<file path="config.mk">
export PLATFORM = sky130hd
export DESIGN_NAME = regfile_wr_arbiter
export DESIGN_NICKNAME = d
export VERILOG_FILES = /design/src/rtl/simple_cpu_pkg.sv /design/src/rtl/rr_arbiter.sv /design/src/rtl/regfile_wr_arbiter.sv
export SDC_FILE = /design/constraint.sdc
export NUM_CORES = 1
export LEC_CHECK = 0
export CAP_MARGIN = 25
export CORE_MARGIN = 8
export CORE_UTILIZATION = 42
export CTS_BUF_LIST = sky130_fd_sc_hd__clkbuf_4 sky130_fd_sc_hd__clkbuf_8 sky130_fd_sc_hd__clkbuf_16
export CTS_CLUSTER_DIAMETER = 200
export DETAILED_ROUTE_END_ITERATION = 10
export GPL_ROUTABILITY_DRIVEN = 0
export PLACE_DENSITY = 0.86
export SLEW_MARGIN = 0
export SYNTH_ARGS = -nofsm -noshare
export SYNTH_HDL_FRONTEND = slang
export SYNTH_SLANG_ARGS = --single-unit
</file>
<file path="constraint.sdc">
create_clock -name Clk -period 4.75 [get_ports Clk]
set_input_delay 0.475 -clock Clk [delete_from_list [all_inputs] [get_ports Clk]]
set_output_delay 0.475 -clock Clk [all_outputs]
set_load 0.005 [all_outputs]
</file>
<file path="src/rtl/simple_cpu_pkg.sv">
// Shared types and sizes for the simple CPU register-file write path.
//   XLEN     : datapath width
//   REG_AW   : register address width
//   NUM_REGS : architectural register count (x0 is hard-wired zero)
//   wr_state_e : write-port owner state (zero-fill or live arbitration)
package simple_cpu_pkg;

  localparam int unsigned XLEN     = 32;
  localparam int unsigned REG_AW   = 5;
  localparam int unsigned NUM_REGS = 32;

  typedef enum logic [0:0] {
    S_CLEAR,
    S_RUN
  } wr_state_e;

endpackage

</file>
<file path="src/rtl/rr_arbiter.sv">
// Combinational round-robin arbiter.
// Searches req upward from ptr, wrapping modulo N, and grants the first set bit.
//   req     in   N     request vector
//   ptr     in   IW    highest-priority index for this cycle (must be < N)
//   gnt     out  N     one-hot grant, all zero when no request
//   gnt_idx out  IW    binary index of the granted bit (0 when no request)
module rr_arbiter #(
  parameter int unsigned N  = 3,
  parameter int unsigned IW = 2
) (
  input  logic [N-1:0]  req,
  input  logic [IW-1:0] ptr,
  output logic [N-1:0]  gnt,
  output logic [IW-1:0] gnt_idx
);

  always_comb begin
    int unsigned idx;
    logic        found;
    gnt     = '0;
    gnt_idx = '0;
    found   = 1'b0;
    idx     = 0;
    for (int unsigned k = 0; k < N; k++) begin
      idx = (int'(ptr) + k) % N;
      if (!found && req[idx]) begin
        found    = 1'b1;
        gnt[idx] = 1'b1;
        gnt_idx  = IW'(idx);
      end
    end
  end

endmodule

</file>
<file path="src/rtl/regfile_wr_arbiter.sv">
// Owner of the register file's single write port.
// After reset it zero-fills x1..x31 (optional), then arbitrates round-robin
// among NREQ writeback requesters with valid/ready handshakes. All RegFile-facing
// outputs are registered: a transfer shows up as RegWr one cycle later.
//   Clk, Reset : clock (rising edge), asynchronous active-high reset
//   ReqValid   : per-requester write pending
//   ReqRd      : per-requester destination, slice [i*AW +: AW]
//   ReqData    : per-requester data, slice [i*DW +: DW]
//   ReqReady   : one-hot grant (combinational)
//   RD/WData/RegWr : registered write port to the RegFile
//   WrSrc      : requester index behind the current write (debug)
//   InitDone   : clear sequence finished, arbitration live
module regfile_wr_arbiter
  import simple_cpu_pkg::*;
#(
  parameter int unsigned NREQ           = 3,
  parameter int unsigned AW             = REG_AW,
  parameter int unsigned DW             = XLEN,
  parameter bit          CLEAR_ON_RESET = 1'b1
) (
  input  logic                     Clk,
  input  logic                     Reset,
  input  logic [NREQ-1:0]          ReqValid,
  input  logic [NREQ*AW-1:0]       ReqRd,
  input  logic [NREQ*DW-1:0]       ReqData,
  output logic [NREQ-1:0]          ReqReady,
  output logic [AW-1:0]            RD,
  output logic [DW-1:0]            WData,
  output logic                     RegWr,
  output logic [$clog2(NREQ)-1:0]  WrSrc,
  output logic                     InitDone
);

  localparam int unsigned IW          = $clog2(NREQ);
  localparam wr_state_e   ResetState  = CLEAR_ON_RESET ? S_CLEAR : S_RUN;
  localparam logic [AW-1:0] LastIdx   = AW'(NUM_REGS - 1);

  wr_state_e     state_q, state_d;
  logic [AW-1:0] clr_idx_q, clr_idx_d;
  logic [IW-1:0] rr_ptr_q, rr_ptr_d;
  logic [AW-1:0] rd_q, rd_d;
  logic [DW-1:0] wdata_q, wdata_d;
  logic          regwr_q, regwr_d;
  logic [IW-1:0] wrsrc_q, wrsrc_d;
  logic          init_done_q, init_done_d;

  logic [NREQ-1:0] gnt;
  logic [IW-1:0]   gnt_idx;
  logic            run_ok;
  logic            accept;
  logic [AW-1:0]   sel_rd;
  logic [DW-1:0]   sel_data;

  rr_arbiter #(
    .N  (NREQ),
    .IW (IW)
  ) u_rr_arbiter (
    .req     (ReqValid),
    .ptr     (rr_ptr_q),
    .gnt     (gnt),
    .gnt_idx (gnt_idx)
  );

  // Grants are suppressed while Reset is held so no requester sees a
  // handshake that the reset is about to discard.
  assign run_ok   = !Reset && (state_q == S_RUN);
  assign ReqReady = run_ok ? gnt : '0;
  assign accept   = run_ok && (|gnt);
  assign sel_rd   = ReqRd[gnt_idx*AW +: AW];
  assign sel_data = ReqData[gnt_idx*DW +: DW];

  always_comb begin
    state_d     = state_q;
    clr_idx_d   = clr_idx_q;
    rr_ptr_d    = rr_ptr_q;
    rd_d        = rd_q;
    wdata_d     = wdata_q;
    regwr_d     = 1'b0;
    wrsrc_d     = wrsrc_q;
    // Lags the state by one cycle so it rises after the x31 write is visible.
    init_done_d = (state_q == S_RUN);
    unique case (state_q)
      S_CLEAR: begin
        regwr_d   = 1'b1;
        rd_d      = clr_idx_q;
        wdata_d   = '0;
        clr_idx_d = clr_idx_q + AW'(1);
        if (clr_idx_q == LastIdx) begin
          state_d = S_RUN;
        end
      end
      S_RUN: begin
        if (accept) begin
          rd_d     = sel_rd;
          wdata_d  = sel_data;
          wrsrc_d  = gnt_idx;
          // x0 writes complete the handshake but never reach the RegFile.
          regwr_d  = (sel_rd != '0);
          rr_ptr_d = (gnt_idx == IW'(NREQ - 1)) ? '0 : gnt_idx + IW'(1);
        end
      end
      default: begin
        state_d = ResetState;
      end
    endcase
  end

  always_ff @(posedge Clk or posedge Reset) begin
    if (Reset) begin
      state_q     <= ResetState;
      clr_idx_q   <= AW'(1);
      rr_ptr_q    <= '0;
      rd_q        <= '0;
      wdata_q     <= '0;
      regwr_q     <= 1'b0;
      wrsrc_q     <= '0;
      init_done_q <= 1'b0;
    end else begin
      state_q     <= state_d;
      clr_idx_q   <= clr_idx_d;
      rr_ptr_q    <= rr_ptr_d;
      rd_q        <= rd_d;
      wdata_q     <= wdata_d;
      regwr_q     <= regwr_d;
      wrsrc_q     <= wrsrc_d;
      init_done_q <= init_done_d;
    end
  end

  assign RD       = rd_q;
  assign WData    = wdata_q;
  assign RegWr    = regwr_q;
  assign WrSrc    = wrsrc_q;
  assign InitDone = init_done_q;

endmodule

</file>
# == After elaboration in Yosys (flattened, before gate mapping) ==
# Cells that the tools add are included.
# totals
output_inout_bits,44
inputBits,116
elab_cells,73
regBits,49
# op_classes
muxes,30
div,3
order_cmp,6
n_reduce_logical,13
addsub,4
mul,1
n_eq_ne,3
n_shift,2
bitwise,3
# op_table
cell,count
$ge A32 B1 Y1 const B,3
$lt A32 B3 Y1 const B,3
$shiftx A96 B8 Y32,1
$mod A32 B2 Y32 const B,2
$pmux W32 S2,1
$mod A2 B2 Y32 const B,1
$mux W32,1
$shiftx A15 B6 Y5,1
$mux W3,4
$mux W1,11
$pmux W5 S2,1
$mux W2,4
$logic_and A1 B1 Y1,7
$bmux W1 S2,3
$demux W1 S2,3
$or A3 B3 Y3,2
$add A5 B1 Y5 const B,1
$eq A5 B5 Y1 const B,1
$mul A2 B3 Y5 const B,1
$mux W5,1
$reduce_bool A5 Y1,1
$add A2 B1 Y3 const B,1
$add A2 B2 Y3 const B,1
$logic_not A1 Y1,3
7 further kinds,7

# == Longest topological paths before layout ==
# depth
depth_word,15
mapped_depth,12
depth_no_buf,9

# == Hierarchy ==
# From an unflattened synthesis, not the netlist that was laid out.
# unflattened
hier_cells,343
area_unflattened_um2,3057.9
# by_module_without_submodules
mod,instances,seq_area_each_um2,cells_per_inst,area_each_um2
regfile_wr_arbiter,1,1227.4,291,2725.1
rr_arbiter,1,0.0,52,332.8

# == Worst setup path after synthesis ==
# Ideal clock, no wire load.
# synth_path
kind,register to register
from,reg rr_ptr_q[0]
to,"reg rd_q[1], in the netlist RD[1]"
required_ns,4.624
arrival_time_ns,2.448
period_less_slack_ns,2.574
path_stages_with_launch,11
path_buffers,1
setup_time_ns,0.126
setup_slack_ns,2.176
cell_sequence,dfrtp_1 inv_1 ha_1 mux2_4 mux2_2 a32oi_2 and2_1 buf_4 mux2i_1 o21ai_0 a221o_1
# synth_via
elab_chain_cells,14
word_cells_on_any_way,47
cone_classes,2 x add/sub; 1 x mul; 3 x div; 6 x order compare; 1 x eq/ne; 1 x shift; 22 x mux; 2 x bitwise; 9 x reduce/logical
# synth_rtl
element,line,rtl
start: declaration,regfile_wr_arbiter.sv:40,"logic [IW-1:0] rr_ptr_q, rr_ptr_d;"
start signal: assignment,regfile_wr_arbiter.sv:121,rr_ptr_q <= rr_ptr_d;
branches (longest 14 deep; another with $mod A32 B2 Y32),--,
end signal: assignment,regfile_wr_arbiter.sv:122,rd_q <= rd_d;
end: declaration,regfile_wr_arbiter.sv:41,"logic [AW-1:0] rd_q, rd_d;"
# Parallel ways; which one is timed is not known. The select of a mux whose other input is x is not followed.
# A chain may end at the register's enable or synchronous reset.

# == Worst setup path after layout ==
# layout_path
from,reg rr_ptr_q[0]
to,out ReqReady[1]
# layout_via
elab_chain_cells,11
word_cells_on_any_way,38
cone_classes,2 x add/sub; 3 x div; 6 x order compare; 18 x mux; 2 x bitwise; 7 x reduce/logical
# layout_rtl
element,line,rtl
$add A2 B1 Y3 / $mod A2 B2 Y32 (equally long branches),rr_arbiter.sv:25,idx = (int'(ptr) + k) % N;
$mod A32 B2 Y32 (tied with other cells),rr_arbiter.sv:25,
$ge A32 B1 Y1 (not written as such) (tied with other cells),rr_arbiter.sv:28,gnt[idx] = 1'b1;
$logic_and A1 B1 Y1 (not written as such) (tied with other cells),rr_arbiter.sv:28,
$mux W1 (not written as such) (tied with other cells),rr_arbiter.sv:28,
$demux W1 S2 (tied with other cells),--,
$or A3 B3 Y3 (no line) / $mux W1 (equally long branches),--,
$mux W3 / $logic_not A1 Y1 (equally long branches),rr_arbiter.sv:26,if (!found && req[idx]) begin
$or A3 B3 Y3 (no line) / $logic_and A1 B1 Y1 (equally long branches),--,
$mux W3 (*),rr_arbiter.sv:26,
$mux W3 (*),regfile_wr_arbiter.sv:67,assign ReqReady = run_ok ? gnt : '0;
end: declaration,regfile_wr_arbiter.sv:26,"output logic [NREQ-1:0] ReqReady,"
# Every way passes the cells marked *; elsewhere a longest branch is shown, timed or not. The select of a mux whose other input is x is not followed.

==> results.sh <==
export IMPL_status="finished clean"
export IMPL_overflow=0
export IMPL_port_buffers=159
export IMPL_synthDominantCellAreaShare_pct=40.82
export IMPL_cp_slowest_cell="clkdlybuf4s50_1"
export IMPL_critPathMaxStageDelay_ps=520
export IMPL_start_util_pct=43.31
export IMPL_wl_per_cell_um=17.68
export IMPL_num_vias=3125
export IMPL_track_usage_pct=20.81
export IMPL_period_share_pct=71.59
export IMPL_grt_pass1_vias=3329
export IMPL_viasPerCell=5.369
export IMPL_syn_inst=338
export IMPL_cellPowerDensity_nw_per_um2=635.2
export IMPL_clock_sinks=49
export IMPL_drc_errors=0
export IMPL_ir_worst_vdd_mv=0.3334
export IMPL_reg2reg_to="RD[0]"
export IMPL_rsz0062_at_grt="no"
export IMPL_min_period_ps=3400
export IMPL_required_ps=4280
export IMPL_cts_setup_buffers=0
export IMPL_finClkSkew_ps=17.64
export IMPL_layout_setup_ws_ps=1350
export IMPL_r2r_setup_slack_ps=1450
export IMPL_grt_pass1_wl_um=16920
export IMPL_worst_slew_pin_slew_ps=856.6
export IMPL_synth_warnings=0
export IMPL_setup_tns_ps=0
export IMPL_synth_most_common_cell="nand2_1"
export IMPL_n_antenna_cell=0
export IMPL_rows=30
export IMPL_synth_seq_area_share_pct=41.71
export IMPL_cap_violations=0
export IMPL_crit_end="ReqReady[1]"
export IMPL_netlist_top_cells_count="nand2_1 (74), dfrtp_1 (48), nor2_1 (37)"
export IMPL_crit_type="flip-flop to primary output"
export IMPL_cp_num_buf_inv=2
export IMPL_worstPathMaxFanout=9
export IMPL_clkLatencyLatePin_ps=300
export IMPL_die_x_um=99.71
export IMPL_endpoint_kind="primary output"
export IMPL_yosys_top_cells_area="dfrtp_1 (41%), a22o_1 (9.5%), nand2_1 (9.4%), a31oi_1 (7.0%), nor2_1 (4.7%)"
export IMPL_hold_path_class="flip-flop to flip-flop"
export IMPL_drive_gt1_share_pct=5.556
export IMPL_yosysTopAreaCell="dfrtp_1"
export IMPL_grt_max_degree=50
export IMPL_clk_path_buf_depth=2
export IMPL_cts_resized=0
export IMPL_cts_root_buffer="clkbuf_8"
export IMPL_pre_cts_ws_ps=1398
export IMPL_cts_tree="done"
export IMPL_r2r_start="rr_ptr_q[0]"
export IMPL_syn_area_per_cell_um2=8.707
export IMPL_hold_viol_final=0
export IMPL_ios=160
export IMPL_synth_area_um2=2943
export IMPL_h_tree_depth=2
export IMPL_core_area_um2=6794
export IMPL_synth_edf_count=0
export IMPL_antenna_left=0
export IMPL_synth_nets=460
export IMPL_yosysUniqueCellTypes=47
export IMPL_crit_cells=8
export IMPL_synthArstFlopShare_pct=100.0
export IMPL_cp_arrival_ps=2930
export IMPL_antenna_found_initial=0
export IMPL_crit_start="rr_ptr_q[0]"
export IMPL_slew_headroom_pct=42.41
export IMPL_start_kind="flip-flop"
export IMPL_cts_made_buffers=5
export IMPL_max_freq_mhz=294.1
export IMPL_dr_first_iter_drc_count=120
export IMPL_area_growth_pct=58.59
export IMPL_crit_path_cell_trace="inv_1, ha_1, and3b_1, o21bai_1, o31a_1, o21ai_2, and2_1, clkdlybuf4s50_1"
export IMPL_die_h_um=99.71
export IMPL_finalPower_uw=2964
export IMPL_nets=607
export IMPL_drt_pre_antenna_iters=4
export IMPL_slew_violations=0
export IMPL_synth_seq_cells=49
export IMPL_wirelength_um=10290
export IMPL_dp_hpwl_um=7885
export IMPL_dieArea_um2=9941
export IMPL_setup_viol=0
export IMPL_ff2ff_path_depth=9
export IMPL_crit_family="compound AO/OA/AOI/OAI gates"
export IMPL_clk_pin_slew_ps=90
export IMPL_synthFlopType="dfrtp_1"
export IMPL_cellLeakagePower_uw=0.002009
export IMPL_fillers=542
export IMPL_cts_hold_buf=0
==> placed cells by master, fill, tap and decap left out, drive strengths merged, types with 3 or more instances in the layout <==
cell type        n
a21oi            7
a22o            32
a31oi           33
and2             5
and3             6
buf              6
clkbuf           5
clkdlybuf4s50  159
dfrtp           48
ha               6
inv              7
mux2             4
mux2i            4
nand2           75
nand3            5
nor2            37
nor2b            4
o21ai            7
o31a             3
xnor2            3
==> stage by stage <==
stage | utilization [%] | area, µm² | hold slack, ps | std cells
2_1_floorplan | - | 2943 | 384.7 | 338
3_3_place_gp | 67.04 | 4554 | 481.4 | 574
3_5_place_dp | 67.04 | 4554 | 484.7 | 574
4_1_cts | 68.69 | 4667 | 516.4 | 582
5_1_grt | 68.69 | 4667 | 522.4 | 582
6_report | 68.69 | 4667 | 512.6 | 582
==> cell families after synthesis <==
group                    synth area share [%]
AND/OR/NAND/NOR                         20.24
flip-flops                              41.71
buffers and inverters                   5.740
multiplexers                            3.019
adder cells (fa/ha/maj)                 2.551
XOR/XNOR                               0.8930
AO/OA/AOI/OAI                           25.85
==> layer usage <==
metal / wire (µm) / global-route usage [%] / vias up
met1: 4069 / 23.63 / 1481
li1: - / - / 1505
met3: 951 / 6.844 / 6
met5: 0 / 0 / -
met4: 53 / 3.260 / 0
met2: 5215 / 37.30 / 133
==> worst min path at each step <==
stage	start	to	slack, ps	cells past startpoint
CTS	WData[22]	WData[22]	520	1
floorplan	init_done_d	InitDone	380	0
detailed placement	clr_idx_q[3]	clr_idx_q[3]	480	1
finish	WData[22]	WData[22]	510	1
global placement	clr_idx_q[3]	clr_idx_q[3]	480	1
global route	clr_idx_q[0]	clr_idx_q[0]	520	1
==> cell type report <==
| cell class | count | area (µm²) | share of cell area, % |
|---|---|---|---|
| Clock buffer | 5 | 68.82 | 1.475 |
| Clock inverter | 3 | 43.79 | 0.9383 |
| Inverter | 6 | 22.52 | 0.4826 |
| Multi-Input combinational cell | 258 | 1548 | 33.16 |
| Sequential cell | 49 | 1227 | 26.30 |
| Tap cell | 96 | 120.1 | 2.574 |
| Timing Repair Buffer | 165 | 1637 | 35.07 |
==> flip-flops by register name, indices dropped and copies added, names as in the netlist <==
name         flops
InitDone         1
RD               5
RegWr            1
WData           32
WrSrc            2
clr_idx_q        5
init_done_d      1
rr_ptr_q         2
==> where the power goes <==
group / internal [µW] / leakage [µW] / switching [µW]
logic: 954 / 0.00134 / 1010
registers: 600 / 0.000606 / 95.6
clock network: 158 / 0.0000585 / 141
Note: power is estimated with default switching activity, not from simulation.
